File: src/rtl/gpu_pkg.sv
`default_nettype none
// ============================================================================
//  Module      : gpu_pkg
//  Description : Shared types and constants for the render sequencer slice:
//                sequencer state enum, buffer geometry and Z-buffer far value.
//  Revision    : 1.0 - initial release
// ============================================================================
package gpu_pkg;

  localparam int SCREEN_W = 320;
  localparam int SCREEN_H = 240;
  localparam int FB_WORDS = SCREEN_W * SCREEN_H;   // 76800 words

  // 17 bits covers 0..76799 without wrap
  localparam int ADDR_W = 17;

  localparam logic [7:0] ZBUF_FAR = 8'hFF;

  typedef enum logic [2:0] {
    ST_IDLE      = 3'd0,
    ST_CLEAR     = 3'd1,
    ST_ACCEPT    = 3'd2,
    ST_DISPATCH  = 3'd3,
    ST_WAIT_DONE = 3'd4,
    ST_SWAP      = 3'd5
  } seq_state_t;

endpackage
`default_nettype wire

File: src/rtl/clear_engine.sv
`default_nettype none
// ============================================================================
//  Module      : clear_engine
//  Description : Sweeps the frame and Z buffers once, one word per cycle,
//                addresses 0..NUM_WORDS-1 ascending. The fill color is
//                captured on the start pulse; Z is filled with ZBUF_FAR.
//  Ports       : clk, rst_n        clock / async active-low reset
//                start             begin a sweep (ignored while running)
//                color             fill color, sampled with start
//                done              high during the last write of the sweep
//                we                write strobe for both buffers
//                addr              current word address
//                fb_data, zb_data  write data for frame / Z buffer
//  Revision    : 1.0 - initial release
// ============================================================================
module clear_engine
  import gpu_pkg::*;
#(
  parameter int NUM_WORDS = 16
) (
  input  logic              clk,
  input  logic              rst_n,
  input  logic              start,
  input  logic [7:0]        color,
  output logic              done,
  output logic              we,
  output logic [ADDR_W-1:0] addr,
  output logic [7:0]        fb_data,
  output logic [7:0]        zb_data
);

  localparam logic [ADDR_W-1:0] LAST_ADDR = ADDR_W'(NUM_WORDS - 1);

  logic              running;
  logic [ADDR_W-1:0] addr_cnt;
  logic [7:0]        color_q;

  always_ff @(posedge clk or negedge rst_n) begin
    if (!rst_n) begin
      running  <= 1'b0;
      addr_cnt <= '0;
      color_q  <= '0;
    end else if (start && !running) begin
      running  <= 1'b1;
      addr_cnt <= '0;
      color_q  <= color;
    end else if (running) begin
      // Stop on the terminal word; the counter is parked at 0, never wraps
      if (addr_cnt == LAST_ADDR) begin
        running  <= 1'b0;
        addr_cnt <= '0;
      end else begin
        addr_cnt <= addr_cnt + 1'b1;
      end
    end
  end

  assign done    = running && (addr_cnt == LAST_ADDR);
  assign we      = running;
  assign addr    = addr_cnt;
  assign fb_data = color_q;
  assign zb_data = ZBUF_FAR;

endmodule
`default_nettype wire

File: src/rtl/render_sequencer.sv
`default_nettype none
// ============================================================================
//  Module      : render_sequencer
//  Description : Frame-level sequencer for a triangle rasterizer. Clears the
//                frame/Z buffers at frame start, hands triangles to the
//                rasterizer one at a time, and swaps the front buffer when
//                the frame is closed.
//  Ports       : clk, rst_n                 clock / async active-low reset
//                frame_start, clear_color   open a frame with a clear color
//                tri_valid / tri_ready      triangle handshake
//                frame_end                  close frame after last triangle
//                frame_done, buf_sel        swap pulse / front-buffer select
//                busy, tri_count            status
//                rast_start / rast_done     rasterizer control
//                rast_fb_*, rast_zb_*       rasterizer memory requests
//                fb_*, zb_*                 frame / Z buffer BRAM ports
//                timeout_err                sticky watchdog flag
//  Config      : define RASTER_TIMEOUT_EN to build the rasterizer watchdog
//                (limit TIMEOUT_CYCLES); without it timeout_err is tied low.
//  Revision    : 1.0 - initial release
// ============================================================================
module render_sequencer #(
  parameter int FB_WORDS       = gpu_pkg::FB_WORDS,
  parameter int TIMEOUT_CYCLES = 2000000
) (
  input  logic                       clk,
  input  logic                       rst_n,
  input  logic                       frame_start,
  input  logic [7:0]                 clear_color,
  input  logic                       tri_valid,
  output logic                       tri_ready,
  input  logic                       frame_end,
  output logic                       frame_done,
  output logic                       buf_sel,
  output logic                       busy,
  output logic [15:0]                tri_count,
  output logic                       rast_start,
  input  logic                       rast_done,
  input  logic                       rast_fb_we,
  input  logic [gpu_pkg::ADDR_W-1:0] rast_fb_addr,
  input  logic [7:0]                 rast_fb_din,
  input  logic                       rast_zb_we,
  input  logic                       rast_zb_en,
  input  logic [gpu_pkg::ADDR_W-1:0] rast_zb_addr,
  input  logic [7:0]                 rast_zb_din,
  output logic                       fb_we,
  output logic [gpu_pkg::ADDR_W-1:0] fb_addr,
  output logic [7:0]                 fb_din,
  output logic                       zb_we,
  output logic                       zb_en,
  output logic [gpu_pkg::ADDR_W-1:0] zb_addr,
  output logic [7:0]                 zb_din,
  output logic                       timeout_err
);

  import gpu_pkg::*;

  seq_state_t state, state_next;

  logic              pending;       // frame_end seen while a triangle is busy
  logic              timeout_hit;
  logic              clr_start;
  logic              clr_done;
  logic              clr_we;
  logic [ADDR_W-1:0] clr_addr;
  logic [7:0]        clr_fb_data;
  logic [7:0]        clr_zb_data;

  assign clr_start = (state == ST_IDLE) && frame_start;

  clear_engine #(
    .NUM_WORDS (FB_WORDS)
  ) u_clear (
    .clk     (clk),
    .rst_n   (rst_n),
    .start   (clr_start),
    .color   (clear_color),
    .done    (clr_done),
    .we      (clr_we),
    .addr    (clr_addr),
    .fb_data (clr_fb_data),
    .zb_data (clr_zb_data)
  );

  // --------------------------------------------------------------------------
  // State register
  // --------------------------------------------------------------------------
  always_ff @(posedge clk or negedge rst_n) begin
    if (!rst_n) state <= ST_IDLE;
    else        state <= state_next;
  end

  // --------------------------------------------------------------------------
  // Next-state logic
  // --------------------------------------------------------------------------
  always_comb begin
    state_next = state;
    unique case (state)
      ST_IDLE:      if (frame_start) state_next = ST_CLEAR;
      ST_CLEAR:     if (clr_done)    state_next = ST_ACCEPT;
      ST_ACCEPT: begin
        // A triangle offered together with frame_end is served first;
        // the frame_end is remembered in pending.
        if (tri_valid)                   state_next = ST_DISPATCH;
        else if (frame_end || pending)   state_next = ST_SWAP;
      end
      ST_DISPATCH:  state_next = ST_WAIT_DONE;
      ST_WAIT_DONE: begin
        if (rast_done || timeout_hit)
          state_next = (pending || frame_end) ? ST_SWAP : ST_ACCEPT;
      end
      ST_SWAP:      state_next = ST_IDLE;
      default:      state_next = ST_IDLE;
    endcase
  end

  // --------------------------------------------------------------------------
  // Output logic, including the buffer-port mux
  // --------------------------------------------------------------------------
  always_comb begin
    tri_ready  = (state == ST_ACCEPT) && tri_valid;
    rast_start = (state == ST_DISPATCH);
    frame_done = (state == ST_SWAP);
    busy       = (state != ST_IDLE);

    if (state == ST_CLEAR) begin
      // Clear engine owns both ports; rasterizer requests are dropped
      fb_we   = clr_we;
      fb_addr = clr_addr;
      fb_din  = clr_fb_data;
      zb_we   = clr_we;
      zb_en   = clr_we;
      zb_addr = clr_addr;
      zb_din  = clr_zb_data;
    end else begin
      fb_we   = rast_fb_we;
      fb_addr = rast_fb_addr;
      fb_din  = rast_fb_din;
      zb_we   = rast_zb_we;
      zb_en   = rast_zb_en;
      zb_addr = rast_zb_addr;
      zb_din  = rast_zb_din;
    end
  end

  // --------------------------------------------------------------------------
  // Frame bookkeeping: pending close, triangle counter, front buffer
  // --------------------------------------------------------------------------
  always_ff @(posedge clk or negedge rst_n) begin
    if (!rst_n) begin
      pending   <= 1'b0;
      tri_count <= '0;
      buf_sel   <= 1'b0;
    end else begin
      if (state == ST_SWAP)
        pending <= 1'b0;
      else if (((state == ST_ACCEPT) && tri_valid && frame_end) ||
               ((state == ST_WAIT_DONE) && frame_end))
        pending <= 1'b1;

      if (state == ST_CLEAR)
        tri_count <= '0;
      else if ((state == ST_DISPATCH) && (tri_count != 16'hFFFF))
        tri_count <= tri_count + 16'd1;

      if (state == ST_SWAP)
        buf_sel <= ~buf_sel;
    end
  end

  // --------------------------------------------------------------------------
  // Rasterizer watchdog
  // --------------------------------------------------------------------------
`ifdef RASTER_TIMEOUT_EN
  localparam logic [31:0] WD_LAST = 32'(TIMEOUT_CYCLES - 1);

  logic [31:0] wd_cnt;

  // Fires on the TIMEOUT_CYCLES-th cycle spent waiting for rast_done
  assign timeout_hit = (state == ST_WAIT_DONE) && (wd_cnt == WD_LAST);

  always_ff @(posedge clk or negedge rst_n) begin
    if (!rst_n) begin
      wd_cnt      <= '0;
      timeout_err <= 1'b0;
    end else begin
      if (state == ST_WAIT_DONE) wd_cnt <= wd_cnt + 32'd1;
      else                       wd_cnt <= '0;
      if (timeout_hit) timeout_err <= 1'b1;
    end
  end
`else
  assign timeout_hit = 1'b0;
  assign timeout_err = 1'b0;

  // TIMEOUT_CYCLES only sizes the watchdog; it is referenced here so that
  // both builds accept the same parameter set.
  if (TIMEOUT_CYCLES < 1) begin : g_timeout_param_unused
  end
`endif

endmodule
`default_nettype wire

File: config.mk
export PLATFORM = sky130hd
export DESIGN_NAME = render_sequencer
export DESIGN_NICKNAME = d
export VERILOG_FILES = /design/src/rtl/gpu_pkg.sv /design/src/rtl/clear_engine.sv /design/src/rtl/render_sequencer.sv
export SDC_FILE = /design/constraint.sdc
export NUM_CORES = 1
export LEC_CHECK = 0
export CORE_MARGIN = 2
export CORE_UTILIZATION = 46
export DETAILED_ROUTE_END_ITERATION = 8
export HOLD_SLACK_MARGIN = 0.1
export PLACE_DENSITY = 0.94
export SLEW_MARGIN = 20
export SYNTH_ARGS = -nofsm -noshare
export SYNTH_HDL_FRONTEND = slang
export SYNTH_SLANG_ARGS = --single-unit
File: constraint.sdc
create_clock -name clk -period 3.37 [get_ports clk]
set_input_delay 0.674 -clock clk [delete_from_list [all_inputs] [get_ports clk]]
set_output_delay 0.674 -clock clk [all_outputs]
set_load 0.02 [all_outputs]
==> results of run 1 <==
## power by group
part,switching [mW],total (mW),internal (mW)
clock network,0.195,0.436,0.240
logic,1.06,1.90,0.838
registers,0.0585,0.654,0.596
## layer usage
layer	up-vias	part of all wire (%)	GRT usage [%]
li1	1723	-	-
met1	1691	40	29.43
met2	193	50	42.84
met3	15	8.3	5.877
met4	0	1.6	8.112
met5	-	0	0
## final cells by class
cell class | instances | area (sq um)
fillers | 531 | 2037
multi-input cells | 341 | 1882
repair buffers | 143 | 1421
inverters | 6 | 22.52
flip-flops and latches | 47 | 1176
well taps | 80 | 100.1
clock buffers | 6 | 82.58
clock inverters | 2 | 35.03
## worst max-delay path: cells and delay by family, from the launching register on
kind	cells	cell delay, ns
and+or+nand+nor	4	1.02
buffers and inverters	1	0.60
DFF	1	0.52
## per-stage QoR
stage / instances / worst slack [ns] / area, sq um / hold WS (ns) / power, mW
after floorplan: 420 / 1.214 / 3202 / 0.3784 / 1.680
after global placement: 616 / 0.3807 / 4591 / 0.4551 / 2.516
after detailed placement: 616 / 0.2596 / 4591 / 0.4555 / 2.552
after CTS: 624 / 0.2019 / 4711 / 0.4726 / 2.996
after global routing: 625 / 0.0006763 / 4720 / 0.4100 / 3.190
final: 625 / 0.2079 / 4720 / 0.3648 / 2.993
## how the worst max path moves through the flow
stage | from | endpoint | cells past startpoint
after floorplan | state[1] | fb_addr[10] | 5
after global placement | state[2] | zb_addr[0] | 5
after detailed placement | state[2] | zb_addr[7] | 5
after CTS | state[2] | zb_addr[10] | 5
after global routing | state[2] | zb_en | 5
final | state[2] | fb_din[6] | 5
## cell families (layout without fill, tap and decap cells)
| kind of cell | after synthesis | after routing | synth area share (%) |
|---|---|---|---|
| flops | 47 | 47 | 36.73 |
| xor+xnor | 2 | 2 | 0.5472 |
| simple gates | 255 | 256 | 38.73 |
| other cells | 1 | 1 | 0.1171 |
| buf+inv | 33 | 157 | 4.845 |
| mux | 11 | 11 | 3.791 |
| fa+ha+maj | 2 | 2 | 0.7814 |
| compound gates | 69 | 69 | 14.46 |
## state kept, by name, indices dropped and copies added (netlist names)
| name | cells |
|---|---|
| buf_sel | 1 |
| u_clear.addr | 17 |
| tri_count | 16 |
| state | 3 |
| u_clear.fb_data | 8 |
| u_clear.we | 1 |
| pending | 1 |
## layout by cell type (no fill, tap or decap), types with 2 or more instances in the layout
cell | netlist | layout
dfrtp_1 | 47 | 47
a211o_1 | 2 | 2
nor4b_1 | 2 | 2
and4_1 | 8 | 8
nand2b_1 | 11 | 11
nor2b_1 | 2 | 2
nand3_1 | 17 | 17
or4_1 | 10 | 10
o21ai_0 | 15 | 15
a21oi_1 | 13 | 13
ha_1 | 2 | 2
and2_1 | 4 | 4
or3_1 | 8 | 8
nand2_1 | 151 | 151
nand4_1 | 9 | 9
a31oi_1 | 3 | 3
o211ai_1 | 9 | 9
o311ai_0 | 4 | 4
nor2_1 | 10 | 9
clkdlybuf4s50_1 | 0 | 139
a41oi_1 | 2 | 2
o21a_1 | 3 | 3
inv_1 | 4 | 4
and3_1 | 7 | 7
mux2i_1 | 2 | 2
buf_4 | 4 | 4
clkbuf_8 | 0 | 6
nor3_1 | 8 | 8
mux2_2 | 9 | 9
nand3b_1 | 2 | 2
o31ai_1 | 10 | 10
## repair_timing
action	CTS	global route
buffers inserted	0	0
setup endpoints to repair	45	2
gates resized for setup	1	0
pin swaps	0	1
gates cloned	0	1
hold endpoints to repair	0	0
==> impl_results.md, run 1 <==
- Status: completed
- Number of flops mapped to enable cells by yosys: 0
- Number of global-route vias before repair: ~3600
- Yosys Warn Count: 0
- Layout cells sized above 1: 5.321%
- Crit-path cells: nand2b_1, or2_2, nand2_1, nand2_1, clkdlybuf4s50_1
- Cells after synthesis: 420
- Final Hold Vio Count: 0
- Relative slew slack: 26.37%
- Nets: 613
- Final Util: a little over two thirds
- DIE HEIGHT: roughly 90 um
- 1st-pass router iterations: 6
- Largest net degree at the start of global routing: 57
- Grt ovf: 0
- Sequential fraction of the synthesis area: ~37%
- Diodes inserted: 0
- Leak: about 2.1 nW
- Top cells by count, synth: nand2_1, dfrtp_1, nand3_1
- Maximum clock rate: between 0.3 and 0.4 GHz
- Area share of the largest cell type after synthesis: between 30% and 40%
- Slew Limit Fails: 0
- Critical path type: register to output pin
- Async SR Flop Fraction: 100.0%
- Later-pin clock latency in the skew report: between 0.3 and 0.4 ns
- Final setup vio count: 0
- Crit-path max cell delay: roughly 0.60 ns
- Number of port buffers: 140
- Peak supply drop: between 0.0004 and 0.0005 V
- DRT Wirelength: between 9000 and 10000 um
- Critical path launch point type: register
- Worst R2R Start: state[1]
- Seq cells post-synth: 47
- Area contributors post-synth: dfrtp_1, nand2_1, mux2_2
- Leading area contributor after synthesis: dfrtp_1
- Unrepaired setup endpoints after global routing: false
- Cell with the most instances after synthesis: nand2_1
- FF-to-FF End: u_clear.addr[9]
- CP max FO: 28
- Routed Antenna Nets: 0
- Longest Clk Path Bufs: 2
- Crit path required time: between 2 and 3 ns
- Iter 0 DRT Violations: around 210
- Post-CTS Hold Buffers: 0
- Setup TNS: 0 ns
- IO Pins: 142
- Synth cell types: 53
- CTS tree: yes
- Least-Margin Pin Slew: 1.100 ns
- Hold WC Path Type: input pin to async pin
- Cell row count: 30
- Max_cap viols: 0
- Synth-to-layout area growth: 47.40%
- Vias: between 3000 and 4000
- Clock-pin transition on the worst setup and hold timing paths: 0.09 ns
- Die W: 87.43 um
- Layout Skew: 0.008721 ns
- Initial antenna violation count: 0
- Most frequent cell on the critical path: nand2_1
- Final GP Congestion: about 0.9
- Post-DP HPWL: around 6800 um
- First-pass GRT wire length: ~15000 um
- Power Density: 634.1 nW/um^2
- Total die area: ~7600 sq um
- Root buf cell: clkbuf_8
- DR vias/cell: 5.795
- Synth Flop Type: dfrtp_1
- CTS buffer count: 5
- Worst R2R Setup Slack: roughly 1.1 ns
- Reg2Reg Depth: 5
- Worst path slowest cell: clkdlybuf4s50_1
- Core area: between 6000 and 7000 sq um
- Wire per inst: approximately 15 um
- Final worst-path cycle share: roughly 94%
- H-tree depth: 2
- Clock period minus worst slack: 3.162 ns
- DRC: 0
- Initial Util: 47.39%
- Worst EP arrival: 2.49 ns
- Critical Path End Type: output pin
- Synthesized area per cell: between 7 and 8 sq um
- Netlist area before placement: 3202 sq um
- Global Route Usage Sum: between 20% and 30%
- Clock sinks: 47
- Syn nets: roughly 490
Note: power is estimated with default switching activity, not from simulation.
==> run 2, diff against run 1 <==
--- a/config.mk
+++ b/config.mk
@@ -6,10 +6,11 @@
 export NUM_CORES = 1
 export LEC_CHECK = 0
 export CORE_MARGIN = 2
-export CORE_UTILIZATION = 46
+export CORE_UTILIZATION = 65
 export DETAILED_ROUTE_END_ITERATION = 8
+export DONT_BUFFER_PORTS = 1
 export HOLD_SLACK_MARGIN = 0.1
-export PLACE_DENSITY = 0.94
+export PLACE_DENSITY = 0.88
 export SLEW_MARGIN = 20
 export SYNTH_ARGS = -nofsm -noshare
 export SYNTH_HDL_FRONTEND = slang
==> impl_results.md, run 2 (same netlist as run 1, synthesis figures left out) <==
- Status: completed
- Crit-path cells: nand2b_1, or2_2, nand2_1, nand2_1
- Global Route Usage Sum: between 20 and 30%
- Routed Antenna Nets: 0
- Max_cap viols: 0
- Largest register FFs: 17
- Peak supply drop: around 0.0004 V
- Clock-pin transition on the worst setup and hold timing paths: ~0.090 ns
- Final worst-path cycle share: a little under 90%
- CTS tree: yes
- Iter 0 DRT Violations: between 150 and 200
- Post-DP HPWL: approximately 5600 um
- Largest net degree at the start of global routing: 63
- Most frequent cells in the layout: nand2_1, dfrtp_1, nand3_1, o21ai_0, a21oi_1
- Leak: 1.499 nW
- Tot Pwr: 2.142 mW
- Total die area: about 5500 sq um
- Number of port buffers: 0
- Nets: roughly 470
- First-pass GRT wire length: 12540 um
- Critical Path End Type: output pin
- Vias: just over 3000
- Clock sinks: 47
- Diodes inserted: 0
- Maximum clock rate: around 0.34 GHz
- Met3 WL: between 600 and 700 um
- Cell row count: 25
- CP max FO: 62
- Least-Margin Pin Slew: 1.092 ns
- Crit path required time: ~2.7 ns
- Clock period minus worst slack: between 2 and 3 ns
- Relative slew slack: 26.92%
- Final Hold Vio Count: 0
- Final GP Congestion: between 0.8 and 0.9
- Layout Skew: approximately 0.01 ns
- DRC: 0
- CTS buffer count: 5
- Fill cells: 383
- Wire per inst: around 17 um
- Hold WC Path Type: input pin to async pin
- Reg2Reg Depth: 4
- DIE HEIGHT: about 74 um
- Worst EP arrival: approximately 2.3 ns
- Grt ovf: 0
- Unrepaired setup endpoints after global routing: false
- Wl on met1: 3284 um
- Initial antenna violation count: 0
- Crit-path max cell delay: around 0.83 ns
- 1st-pass router iterations: 5
- Slew Limit Fails: 0
- Core area: about 4700 sq um
- Worst path slowest cell: or2_2
- Most frequent cell on the critical path: nand2_1
- Critical path launch point type: register
- IO Pins: ~140
- Setup TNS: 0 ns
- Later-pin clock latency in the skew report: around 0.30 ns
- Synth-to-layout area growth: 2.306%
- Power Density: 654.0 nW/um^2
- DRT Wirelength: around 7900 um
- Layout cells sized above 1: slightly above 6%
- Metal2 WL: 3906 um
- Initial Util: about two thirds
- DR vias/cell: approximately 6.5
- Commonest non-fill, non-tap cell in the layout: nand2_1
- Final setup vio count: 0
- H-tree depth: 2
- Critical path type: register to output pin
- Root buf cell: clkbuf_8
- Longest Clk Path Bufs: 2
- Die W: between 70 and 80 um
- Number of global-route vias before repair: roughly 2800
- Top Metal Used: met4
## run 2: final timing paths
| kind | start | end | slack [ns] |
|---|---|---|---|
| worst max-delay path | state[2] | zb_addr[0] | 0.42 |
| min in group clk | clear_color[6] | u_clear.fb_data[6] | 0.51 |
| worst min register to register | u_clear.fb_data[5] | u_clear.fb_data[5] | 0.51 |
| worst min-delay path | rst_n | tri_count[13] | 0.21 |
| max in group asynchronous | rst_n | buf_sel | 2.94 |
| worst max register to register | state[1] | u_clear.addr[9] | 0.99 |
## run 2: per-stage QoR
stage	setup WS [ns]	cells	instance area [sq um]	util [%]	hold slack [ns]
after floorplan	1.214	420	3202	-	0.3784
after global placement	0.8272	461	3163	66.97	0.3796
after detailed placement	0.7568	461	3163	66.97	0.3796
after CTS	0.4157	470	3276	69.35	0.2152
after global routing	0.1399	470	3276	69.35	0.2192
final	0.4184	470	3276	69.35	0.2074
## run 2: power by group
group          internal, mW  switching [mW]
registers             0.595          0.0879
logic                 0.207           0.909
clock network         0.145           0.198
total                 0.948            1.19
## run 2: final cells by class
class / count / area [sq um] / area share (%)
clock inverter: 2 / 12.51 / 0.3820
sequential: 47 / 1176 / 35.91
tap: 67 / 83.83 / 2.559
clock buffer: 6 / 72.57 / 2.215
multi-input combinational: 340 / 1873 / 57.18
timing repair buffer: 2 / 35.03 / 1.070
inverter: 6 / 22.52 / 0.6875
## run 2: metal layers
layer  track usage [%]  vias up
li1                  -     1447
met3             5.420        9
met1             36.88     1458
met4             10.51        0
met5                 0        -
met2             49.60      163
## run 2: repair_timing
action                    4_1_cts  5_1_grt
gates resized for setup         0        0
setup buffers                   0        0
hold endpoints to repair       47        0
hold buffers                    1        0
## run 2: critical path, delay by kind of cell (launching register included)
| kind | cells | cell delay (ns) |
|---|---|---|
| and+or+nand+nor | 4 | 1.43 |
| DFF | 1 | 0.51 |
